File: src/rtl/mem_port_arbiter_pkg.sv
// Shared definitions for the memory request arbiter.
// Contents:
//   RW_*        2-bit request flag encodings used on every request port
//   ARB_*       arbitration mode selectors for the MODE parameter
//   arb_state_t arbiter FSM state encoding
//   is_active   true for a flag that names a real read or write
package mem_port_arbiter_pkg;

  localparam logic [1:0] RW_IDLE  = 2'b00;
  localparam logic [1:0] RW_READ  = 2'b01;
  localparam logic [1:0] RW_WRITE = 2'b10;

  localparam int ARB_RR    = 0;
  localparam int ARB_FIXED = 1;

  typedef enum logic {
    ST_IDLE = 1'b0,
    ST_BUSY = 1'b1
  } arb_state_t;

  // 2'b11 is deliberately treated the same as idle.
  function automatic logic is_active(input logic [1:0] flag);
    return (flag == RW_READ) || (flag == RW_WRITE);
  endfunction

endpackage

File: src/rtl/mem_port_arbiter_rr_picker.sv
// Combinational winner selection for the memory request arbiter.
// Ports:
//   eligible   in  PORTS  ports allowed to win this cycle
//   last_grant in  IDX_W  most recently completed port (round-robin pointer)
//   valid      out 1      at least one port is eligible
//   idx        out IDX_W  winning port index
// MODE = ARB_RR scans upward from last_grant+1 with wrap; MODE = ARB_FIXED
// takes the lowest eligible index.
module mem_port_arbiter_rr_picker
  import mem_port_arbiter_pkg::*;
#(
  parameter int PORTS = 4,
  parameter int MODE  = ARB_RR,
  localparam int IDX_W = $clog2(PORTS)
) (
  input  logic [PORTS-1:0] eligible,
  input  logic [IDX_W-1:0] last_grant,
  output logic             valid,
  output logic [IDX_W-1:0] idx
);

  logic [IDX_W-1:0] cand;

  // The first hit in scan order wins; later hits are ignored via !valid.
  always_comb begin
    valid = 1'b0;
    idx   = '0;
    cand  = '0;
    for (int k = 0; k < PORTS; k++) begin
      if (MODE == ARB_FIXED) begin
        cand = IDX_W'(k);
      end else begin
        cand = IDX_W'((int'(last_grant) + 1 + k) % PORTS);
      end
      if (!valid && eligible[cand]) begin
        valid = 1'b1;
        idx   = cand;
      end
    end
  end

endmodule

File: src/rtl/mem_port_arbiter.sv
// N-to-1 memory request arbiter in front of the memory controller.
// Ports:
//   clk, rst_n        clock, asynchronous active-low reset
//   req_rw_flag       per-port request flag (00 idle, 01 read, 10 write)
//   req_addr/w_data/w_mask  per-port request payload, held until req_done
//   req_r_data        shared read data, meaningful with a read's req_done
//   req_busy          one-hot: port currently granted and in flight
//   req_done          one-cycle completion pulse for the granted port
//   mem_*_o           registered request towards the controller
//   mem_r_data_i, mem_busy_i, mem_done_i  controller response/handshake
// One transaction is in flight at a time. Every output is registered.
module mem_port_arbiter
  import mem_port_arbiter_pkg::*;
#(
  parameter int PORTS  = 4,
  parameter int ADDR_W = 32,
  parameter int DATA_W = 32,
  parameter int MODE   = ARB_RR
) (
  input  logic                       clk,
  input  logic                       rst_n,
  input  logic [2*PORTS-1:0]         req_rw_flag,
  input  logic [ADDR_W*PORTS-1:0]    req_addr,
  input  logic [DATA_W*PORTS-1:0]    req_w_data,
  input  logic [(DATA_W/8)*PORTS-1:0] req_w_mask,
  output logic [DATA_W-1:0]          req_r_data,
  output logic [PORTS-1:0]           req_busy,
  output logic [PORTS-1:0]           req_done,
  output logic [1:0]                 mem_rw_flag_o,
  output logic [ADDR_W-1:0]          mem_addr_o,
  output logic [DATA_W-1:0]          mem_w_data_o,
  output logic [DATA_W/8-1:0]        mem_w_mask_o,
  input  logic [DATA_W-1:0]          mem_r_data_i,
  input  logic                       mem_busy_i,
  input  logic                       mem_done_i
);

  localparam int IDX_W  = $clog2(PORTS);
  localparam int MASK_W = DATA_W / 8;

  arb_state_t       state;
  logic [IDX_W-1:0] grant;
  logic [IDX_W-1:0] last_grant;

  logic [1:0]        port_flag [PORTS];
  logic [ADDR_W-1:0] port_addr [PORTS];
  logic [DATA_W-1:0] port_data [PORTS];
  logic [MASK_W-1:0] port_mask [PORTS];
  logic [PORTS-1:0]  eligible;

  logic             pick_valid;
  logic [IDX_W-1:0] pick_idx;

  // A port whose done pulse is on the outputs right now is not eligible,
  // so a requester still holding its flag in that cycle is not re-granted.
  always_comb begin
    for (int p = 0; p < PORTS; p++) begin
      port_flag[p] = req_rw_flag[2*p +: 2];
      port_addr[p] = req_addr[ADDR_W*p +: ADDR_W];
      port_data[p] = req_w_data[DATA_W*p +: DATA_W];
      port_mask[p] = req_w_mask[MASK_W*p +: MASK_W];
      eligible[p]  = is_active(port_flag[p]) && !req_done[p];
    end
  end

  mem_port_arbiter_rr_picker #(
    .PORTS (PORTS),
    .MODE  (MODE)
  ) u_rr_picker (
    .eligible   (eligible),
    .last_grant (last_grant),
    .valid      (pick_valid),
    .idx        (pick_idx)
  );

  // IDLE -> BUSY: latch winner payload. BUSY -> IDLE: on controller done.
  always_ff @(posedge clk or negedge rst_n) begin
    if (!rst_n) begin
      state         <= ST_IDLE;
      grant         <= '0;
      last_grant    <= IDX_W'(PORTS - 1);
      mem_rw_flag_o <= RW_IDLE;
      mem_addr_o    <= '0;
      mem_w_data_o  <= '0;
      mem_w_mask_o  <= '0;
      req_busy      <= '0;
      req_done      <= '0;
      req_r_data    <= '0;
    end else begin
      req_done <= '0;
      case (state)
        ST_IDLE: begin
          // Controller back-pressure only gates new grants.
          if (pick_valid && !mem_busy_i) begin
            state         <= ST_BUSY;
            grant         <= pick_idx;
            mem_rw_flag_o <= port_flag[pick_idx];
            mem_addr_o    <= port_addr[pick_idx];
            mem_w_data_o  <= port_data[pick_idx];
            mem_w_mask_o  <= port_mask[pick_idx];
            req_busy      <= {{(PORTS-1){1'b0}}, 1'b1} << pick_idx;
          end
        end
        ST_BUSY: begin
          if (mem_done_i) begin
            state           <= ST_IDLE;
            req_done[grant] <= 1'b1;
            if (mem_rw_flag_o == RW_READ) begin
              req_r_data <= mem_r_data_i;
            end
            last_grant    <= grant;
            mem_rw_flag_o <= RW_IDLE;
            req_busy      <= '0;
          end
        end
        default: state <= ST_IDLE;
      endcase
    end
  end

endmodule

File: config.mk
export PLATFORM = sky130hd
export DESIGN_NAME = mem_port_arbiter
export DESIGN_NICKNAME = d
export VERILOG_FILES = /design/src/rtl/mem_port_arbiter_pkg.sv /design/src/rtl/mem_port_arbiter_rr_picker.sv /design/src/rtl/mem_port_arbiter.sv
export SDC_FILE = /design/constraint.sdc
export NUM_CORES = 1
export LEC_CHECK = 0
export BUFFER_PORTS_ARGS = -buffer_cell sky130_fd_sc_hd__buf_2
export CAP_MARGIN = 20
export CORE_AREA = 5 5 162 164
export DETAILED_ROUTE_END_ITERATION = 7
export DIE_AREA = 0 0 167 169
export GPL_ROUTABILITY_DRIVEN = 0
export PLACE_DENSITY = 0.54
export SETUP_SLACK_MARGIN = 0.3
export SLEW_MARGIN = 15
export SYNTH_ARGS = -nofsm -noshare
export SYNTH_HDL_FRONTEND = slang
export SYNTH_SLANG_ARGS = --single-unit
File: constraint.sdc
create_clock -name clk -period 3.9 [get_ports clk]
set_input_delay 0.195 -clock clk [delete_from_list [all_inputs] [get_ports clk]]
set_output_delay 0.195 -clock clk [all_outputs]
set_load 0.005 [all_outputs]
# After elaboration in Yosys (flattened, before gate mapping)

Cells that the tools add are included.

Register bits after elaboration: 115
Logic and storage cells: 101

Add/sub/neg operators: 4
$lt $le $gt $ge: 7
Equality and inequality tests: 11
Shift-type cells: 1
Muxes and demuxes: 41
Bitwise logic cells: 2
Reduce and logical (&&, ||, !) cells: 25

Operator list:

| cell                                                                 | count |
|---|---|
| 32-bit binary-select mux with 2-bit select                           | 2 |
| 32-bit two-way mux                                                   | 4 |
| 4-bit two-way mux                                                    | 6 |
| 2-bit two-way mux                                                    | 8 |
| 2-bit by 3-bit < comparator with 1-bit output, second input constant | 5 |
| 1-bit two-way mux                                                    | 11 |
| 2-bit by 1-bit == test with 1-bit output, second input constant      | 5 |
| 1-bit logical AND                                                    | 9 |
| 1-bit binary-select mux with 2-bit select                            | 4 |
| 4-bit binary-select mux with 2-bit select                            | 1 |
| 2-bit == test, second input constant                                 | 4 |
| 1-bit logical NOT                                                    | 8 |
| 4-bit one-hot mux with 2 select lines                                | 1 |
| 2-bit AND reduction                                                  | 3 |
| 2-bit by 1-bit adder with 2-bit output, second input constant        | 2 |
| 2-bit adder, second input constant                                   | 2 |
| 2-bit binary-select mux with 2-bit select                            | 1 |
| 1-bit logical OR                                                     | 4 |
| 2-bit != test, second input constant                                 | 2 |
| 2-bit one-hot mux with 2 select lines                                | 1 |
| 1-bit by 2-bit left shift with 4-bit output, first input constant    | 1 |
| 3-bit greater-or-equal comparator, second input constant             | 1 |
| 2-bit inverter with 3-bit output                                     | 1 |
| 3-bit AND reduction                                                  | 1 |
| other kinds (4)                                                      | 4 |

# Depth between registers and ports, before layout

Gate-level depths: netlist of run 1.

Depth in word-level cells: 21
Gate-level depth with buffers: 9

# Modules after synthesis

A second synthesis of run 1 with hierarchy kept.

Cell total of the unflattened synthesis: 365
Area, all modules: 6147.1 sq um

By module, submodules not included:

| module                     | times used | cells an instance | area an instance (sq um) | seq. area each (sq um) |
|---|---|---|---|---|
| mem_port_arbiter           | 1          | 351               | 6055.8                   | 2880.3 |
| mem_port_arbiter_rr_picker | 1          | 14                | 91.3                     | 0.0 |

# Least setup slack after synthesis of run 1

Ideal clock, no wire load.

Path kind: register to register
Start: register last_grant[1]
End: register mem_addr_o[0]
Setup time: 0.077 ns
Arrival time: 2.006 ns
Data required time: 3.823 ns
Path slack: 1.816 ns
Stages on the path, launching flop included: 10
Buffers on the path: 3
Cell sequence: dfstp_2 -> buf_2 -> inv_1 -> a311oi_1 -> o21a_2 -> buf_4 -> buf_2 -> o21ai_0 -> a21o_1 -> a21oi_1

Longest elaborated chain between the ends: 17
Elaborated cells between the ends (all ways): 32
Those cells by class: add/sub (4); mux (19); bitwise (1); reduce/logical (8)

Ends and longest elaborated chain:

| what                                                 | RTL line                         | RTL |
|---|---|---|
| from (decl)                                          | mem_port_arbiter.sv:43           | `logic [IDX_W-1:0] last_grant;` |
| from (signal assigned)                               | mem_port_arbiter.sv:81           | `last_grant <= IDX_W'(PORTS - 1);` |
| from (signal assigned)                               | mem_port_arbiter.sv:111          | `last_grant <= grant;` |
| 2-bit by 1-bit adder with 2-bit output (*)           | mem_port_arbiter_rr_picker.sv:33 | `cand = IDX_W'((int'(last_grant) + 1 + k) % PORTS);` |
| branches (longest 16 deep; another with 2-bit adder) | n/a                              |  |
| to (signal assigned)                                 | mem_port_arbiter.sv:98           | `mem_addr_o <= port_addr[pick_idx];` |
| to (decl)                                            | mem_port_arbiter.sv:30           | `output logic [ADDR_W-1:0] mem_addr_o,` |

Every way passes the cells marked *. The select of a mux whose other input is x is not followed.
A chain may end at the register's enable or synchronous reset.

# Worst setup path in the final report of run 1

Start: register last_grant[1]
End: register mem_w_data_o[23]

Longest elaborated chain between the ends: 17
Elaborated cells between the ends (all ways): 32
Those cells by class: add/sub (4); mux (19); bitwise (1); reduce/logical (8)

Ends and longest elaborated chain:

| what                                                 | RTL line                         | RTL |
|---|---|---|
| 2-bit by 1-bit adder with 2-bit output (*)           | mem_port_arbiter_rr_picker.sv:33 |  |
| branches (longest 16 deep; another with 2-bit adder) | n/a                              |  |
| to (signal assigned)                                 | mem_port_arbiter.sv:99           | `mem_w_data_o <= port_data[pick_idx];` |
| to (decl)                                            | mem_port_arbiter.sv:31           | `output logic [DATA_W-1:0] mem_w_data_o,` |

Marked as above.

==> summary.txt, run 1 <==
Clock network
  – Reg clk slew, reported paths: 70 ps
  – CTS tree: built
  – Clock Tree Buf Depth: 2
  – Total CTS buffers: 17
  – H-Tree Level Count: 4
  – Clock Sinks: 115
  – CTS resizes: 0
  – Clock Tree Root: clkbuf_16
  – Clk_lat worst skew: 420 ps

Timing
  – Setup TNS: 0 ps
  – Tmin final: 2950 ps
  – Final Slew Violations: 0
  – Achievable clock frequency: 339 MHz
  – Worst Hold Slack: 53.6 ps
  – Setup Skew: 11.9 ps
  – Unrepaired setup endpoints after global routing: no
  – Max_slew headroom: 38.4%
  – Period Utilization, post-route: 75.7%
  – Final setup vio count: 0
  – Setup WS post-layout: 946 ps
  – Worst Max-Slew Pin Slew: 924 ps
  – Final Hold Vio Count: 0

Worst hold path
  – Worst min path class: in2reg
  – HP Start: mem_done_i
  – Hold Path Cell Cnt: 2
  – Worst Hold Path EP: state

Setup path
  – Worst path arrival time: 3280 ps
  – RR Endpoint: mem_w_data_o[23]
  – Critical path cell sequence: inv_1 -> a311oi_1 -> o21a_2 -> buf_4 -> o21ai_0 -> a211o_1 -> o211ai_1
  – Worst R2R Start: last_grant[1]
  – Critical path type: reg2reg
  – CP Buf/Inv Count: 2
  – CP max-delay cell: dfstp_2
  – WP data required: 4230 ps
  – Startpoint type of the worst setup path: flop
  – Reg2Reg Setup Slack: 950 ps
  – Worst Path Max Fanout: 28
  – CP peak stage delay: 660 ps
  – Endpoint type of the worst setup path: flop
  – Reg2reg path depth: 7
  – CP top delay family: compound AO/OA/AOI/OAI gates

Die
  – Initial Util: 26.8%
  – Top Ports: 426
  – Die Area: 28200 um^2
  – Core footprint: 24700 um^2
  – DIE HEIGHT: 169 um
  – Die Wd: 167 um
  – Row count: 58

Drt
  – Initial DRC count: 461
  – Total Wirelength: 31.5 mm
  – DRT Pass-1 Iters: 5
  – Residual DRC count: 0
  – Vias: 7704
  – DRT antenna net count: 0
  – Vias per cell: 5.15
  – Wire length per cell: 21.0 um

Logic synthesis
  – Yosys cell types: 52
  – FF+latch count, synth: 115
  – Mapped Nets: 1039
  – Syn_area_per_cell: 9.19 um^2
  – Syn. warnings: 0
  – Mapped Area: 6640 um^2
  – Cell count after synthesis: 723
  – Register area share after synthesis: 43.4%

Placed design
  – HPWL Detailed: 22.9 mm
  – I/O Buffers: 425
  – DP Area: 9090 um^2
  – DP Worst Slack: 958 ps

Power
  – Combinational fraction of design power: 47.3%
  – Sw Share: 42.6%
  – Final Power: 7.06 mW
  – Clk pwr share: 22.9%
  – Worst vdd ir: 0.294 mV
  – Psw: 3.00 mW
  – Internal power: 4.05 mW
  – Pwr Density: 705 nW/um^2
  – Lkg Pwr: 4.83 nW
  – Seq pwr share: 29.8%

Final layout
  – Design area: 10000 um^2
  – Commonest cells after routing, fill and taps aside: buf_2 (424), dfrtp_1 (113), nand3_1 (73), o21ai_0 (73), nor2_1 (65)
  – Fillcell total: 2503
  – Most common cell after layout, fill and taps aside: buf_2
  – Nets@finish: 1469
  – Share of cells above drive strength 1: 45.7%
  – Area grow syn2layout: 50.8%

GRT
  – GRT busiest layer: met2
  – Met2 global-route usage: 36.6%
  – Number of global-route vias before repair: 7898
  – Largest net degree at the start of global routing: 55
  – Met3 usage: 6.73%
  – Total GRT Usage: 21.3%
  – Met1 Track Usage GR: 25.9%
  – Global-route wire length before repair: 47.0 mm
  – Grt ovf: 0
  – Initial antenna violation count: 8

Run status
  – Status: complete, no violations

Flow run
  – Max cap viols: 0
-- Yosys cell counts, drive strengths merged --
cell	number	share of area, %
nor2	66	3.8
nand2b	2	0.19
clkbuf	34	2.0
o211ai	12	1.4
a311oi	1	0.13
dfrtp	113	43
dfstp	2	0.79
o2111a	1	0.17
a21o	54	6.1
nand2	35	2.0
inv	5	0.28
and3	2	0.19
a221oi	55	7.3
o32ai	1	0.13
a41oi	2	0.26
xor2	1	0.13
nand4b	1	0.13
a21oi	55	4.1
nand3	73	5.5
and2	1	0.094
xnor2	4	0.64
a2111oi	1	0.23
o32a	1	0.15
a211o	14	1.8
a2111o	1	0.17
or2	6	0.56
a31o	2	0.26
o21a	2	0.24
a2bb2oi	2	0.36
mux2	32	5.4
nor3	2	0.15
o22ai	6	0.75
buf	38	3.3
o31a	1	0.13
o21ai	76	5.8
a32oi	1	0.13
a211oi	6	0.75
mux2i	12	1.8
-- flip-flops by register name, summed over array words and instances, names as in the netlist --
name	cells
mem_w_mask_o	4
req_done	4
req_r_data	32
mem_addr_o	32
grant	2
mem_rw_flag_o	2
last_grant	2
mem_w_data_o	32
state	1
req_busy	4
-- power by group through the flow --
stage	clock network (mW)	registers [mW]	logic, mW
final	1.61	2.10	3.34
after global routing	1.71	2.18	3.70
after CTS	1.66	2.10	3.39
after detailed placement	0	2.11	3.36
after global placement	0	2.10	3.33
after floorplan	0	2.11	1.87
-- metal layers --
layer  part of all wire, %  up-vias  routed length, um
li1                      -     3574                  -
met1                    41     3677              12900
met2                    49      389              15300
met3                   8.2       50               2590
met4                   1.9       14                601
met5                  0.20        -                 64
-- final cells by class --
type	count	area, um^2	area share, %
Tap cell	330	413	4.12
Sequential cell	115	2880	28.8
Multi-Input combinational cell	531	3450	34.4
Inverter	5	18.8	0.187
Clock buffer	17	425	4.25
Timing Repair Buffer	483	2660	26.6
Clock inverter	15	171	1.71
Antenna cell	1	2.50	0.0250
-- per-stage QoR --
step | std cells | util, %
after floorplan | 723 | -
after global placement | 1431 | 36.7
after detailed placement | 1431 | 36.7
after CTS | 1496 | 40.5
after global routing | 1497 | 40.5
final | 1497 | 40.5
-- repair_timing --
action | in CTS | in global routing
endpoints found under the hold margin | 84 | 0
hold buffers | 33 | 0
setup buffers | 0 | 0
-- logic make-up after synthesis --
kind of cell / count (synthesis) / share of synthesized area (%)
compound gates: 294 / 30.5
simple gates: 188 / 12.6
flops: 115 / 43.4
buf+inv: 77 / 5.54
mux: 44 / 7.23
xor+xnor: 5 / 0.772
-- worst max path at each step --
stage / from / endpoint / slack [ps] / cells past startpoint
CTS: last_grant[1] / mem_w_data_o[23] / 940 / 7
global placement: last_grant[1] / mem_w_data_o[23] / 1040 / 7
global route: last_grant[1] / mem_w_data_o[23] / 760 / 7
finish: last_grant[1] / mem_w_data_o[23] / 950 / 7
floorplan: last_grant[1] / mem_addr_o[0] / 1820 / 9
detailed placement: last_grant[1] / mem_w_data_o[23] / 960 / 7
No activity file was read; power rests on OpenSTA's default activity.
==> run 2: changes to the inputs <==
==> constraint.sdc (replaced) <==
create_clock -name clk -period 2.91 [get_ports clk]
set_input_delay 0.1455 -clock clk [delete_from_list [all_inputs] [get_ports clk]]
set_output_delay 0.1455 -clock clk [all_outputs]
set_load 0.005 [all_outputs]
==> summary.txt, run 2 (synthesized netlist as in run 1, its figures left out) <==
Timing
  – Final Hold Vio Count: 0
  – Setup Skew: 9.79 ps
  – Worst Hold Slack: 39.7 ps
  – Achievable clock frequency: 407 MHz
  – Max_slew headroom: 48.9%
  – Setup TNS: 0 ps
  – Worst Max-Slew Pin Slew: 764 ps
  – Final setup vio count: 0
  – Unrepaired setup endpoints after global routing: no
  – Setup WS post-layout: 451 ps
  – Period Utilization, post-route: 84.5%
  – Tmin final: 2460 ps
  – Final Slew Violations: 0

Power
  – Internal power: 5.63 mW
  – Lkg Pwr: 4.88 nW
  – Clk pwr share: 23.1%
  – Combinational fraction of design power: 47.5%
  – Seq pwr share: 29.4%
  – Psw: 3.95 mW
  – Worst vdd ir: 0.437 mV
  – Pwr Density: 947 nW/um^2
  – Sw Share: 41.2%

Setup path
  – WP data required: 3240 ps
  – Startpoint type of the worst setup path: flop
  – Worst Path Max Fanout: 45
  – CP Buf/Inv Count: 2
  – CP max-delay cell: dfstp_2
  – Worst path arrival time: 2790 ps
  – CP top delay family: compound AO/OA/AOI/OAI gates
  – Critical path type: reg2reg
  – Endpoint type of the worst setup path: flop
  – Critical path cell sequence: inv_1 -> a311oi_2 -> o21a_2 -> buf_6 -> o21ai_0 -> a211o_1 -> o211ai_1
  – CP peak stage delay: 660 ps

GRT
  – Met1 Track Usage GR: 26.1%
  – Met2 global-route usage: 35.9%
  – Number of global-route vias before repair: 7951
  – Global-route wire length before repair: 46.9 mm
  – Initial antenna violation count: 5
  – Grt ovf: 0
  – Total GRT Usage: 21.2%
  – Largest net degree at the start of global routing: 60
  – GRT busiest layer: met2
  – Met3 usage: 6.66%

Clock network
  – Post-CTS Setup Bufs: 0
  – Reg clk slew, reported paths: 70 ps
  – Total CTS buffers: 17
  – Clock Tree Buf Depth: 2
  – Clock Sinks: 115
  – H-Tree Level Count: 4
  – Clock Tree Root: clkbuf_16
  – CTS tree: built
  – Clk_lat worst skew: 420 ps

Worst hold path
  – Worst min path class: in2reg

Drt
  – Vias per cell: 5.14
  – Wire length per cell: 20.8 um
  – Total Wirelength: 31.3 mm
  – Initial DRC count: 413
  – Vias: 7738
  – DRT Pass-1 Iters: 5
  – DRT antenna net count: 0
  – Residual DRC count: 0

Placed design
  – DP Worst Slack: 228 ps
  – DP Area: 9150 um^2
  – HPWL Detailed: 22.9 mm
  – I/O Buffers: 425

Die
  – Top Ports: 426
  – Core footprint: 24700 um^2
  – Row count: 58
  – Die Area: 28200 um^2
  – DIE HEIGHT: 169 um
  – Initial Util: 26.8%
  – Die Wd: 167 um

Final layout
  – Most common cell after layout, fill and taps aside: buf_2
  – Fillcell total: 2582
  – Commonest cells after routing, fill and taps aside: buf_2 (424), dfrtp_1 (113), nand3_1 (73), o21ai_0 (73), nor2_1 (65)
  – Design area: 10100 um^2
  – Largest registers: mem_addr_o x32, mem_w_data_o x32, req_r_data x32
  – Share of cells above drive strength 1: 46.1%
  – Nets@finish: 1477
  – Final Util: 40.9%
  – Area grow syn2layout: 52.3%

Flow run
  – Max cap viols: 0

Run status
  – Status: complete, no violations
-- run 2: worst register-to-register path, cell delays in order (launching register included) --
cell and delay (ps):
dfstp_2 660, inv_1 200, a311oi_2 390, o21a_2 240
buf_6 300, o21ai_0 170, a211o_1 320, o211ai_1 90
-- run 2: metal layers --
layer | routed length (um) | share of wire [%]
met1 | 12700 | 41
met2 | 15200 | 49
met3 | 2780 | 8.9
met4 | 487 | 1.6
met5 | 48 | 0.15
-- run 2: metrics by stage --
| stage | instances | total power, mW |
|---|---|---|
| 2_1_floorplan | 723 | 5.33 |
| 3_3_place_gp | 1438 | 7.35 |
| 3_5_place_dp | 1438 | 7.40 |
| 4_1_cts | 1504 | 9.71 |
| 5_1_grt | 1505 | 10.3 |
| 6_report | 1506 | 9.58 |
-- run 2: power groups by stage --
stage          Combinational, mW  Sequential [mW]  Clock (mW)
2_1_floorplan               2.50             2.83           0
3_3_place_gp                4.53             2.82           0
3_5_place_dp                4.57             2.83           0
4_1_cts                     4.62             2.81        2.28
5_1_grt                     5.01             2.93        2.33
6_report                    4.55             2.82        2.21
-- run 2: area by class of cell --
cell class	count	area (um^2)	area share [%]
sequential	115	2880	28.5
inverter	5	18.8	0.186
tap	330	413	4.08
antenna	2	5.00	0.0495
timing repair buffer	491	2740	27.1
multi-input combinational	531	3450	34.1
clock inverter	14	168	1.66
clock buffer	18	439	4.34
-- run 2: worst paths after layout --
path | startpoint | to | slack [ps] | cells after the start
worst max register to register | last_grant[1] | mem_addr_o[3] | 450 | 7
min in group asynchronous | rst_n | mem_addr_o[30] | 270 | 2
worst max-delay path | last_grant[1] | mem_addr_o[3] | 450 | 7
worst min register to register | grant[1] | req_done[1] | 490 | 1
max in group asynchronous | rst_n | mem_rw_flag_o[1] | 1940 | 3
worst min-delay path | req_addr[114] | mem_addr_o[18] | 40 | 3
-- run 2: timing repair --
item                       CTS  global route
hold buffers                34             0
hold endpoints to repair    65             0
resized for setup            1             1
setup endpoints to repair    5             8
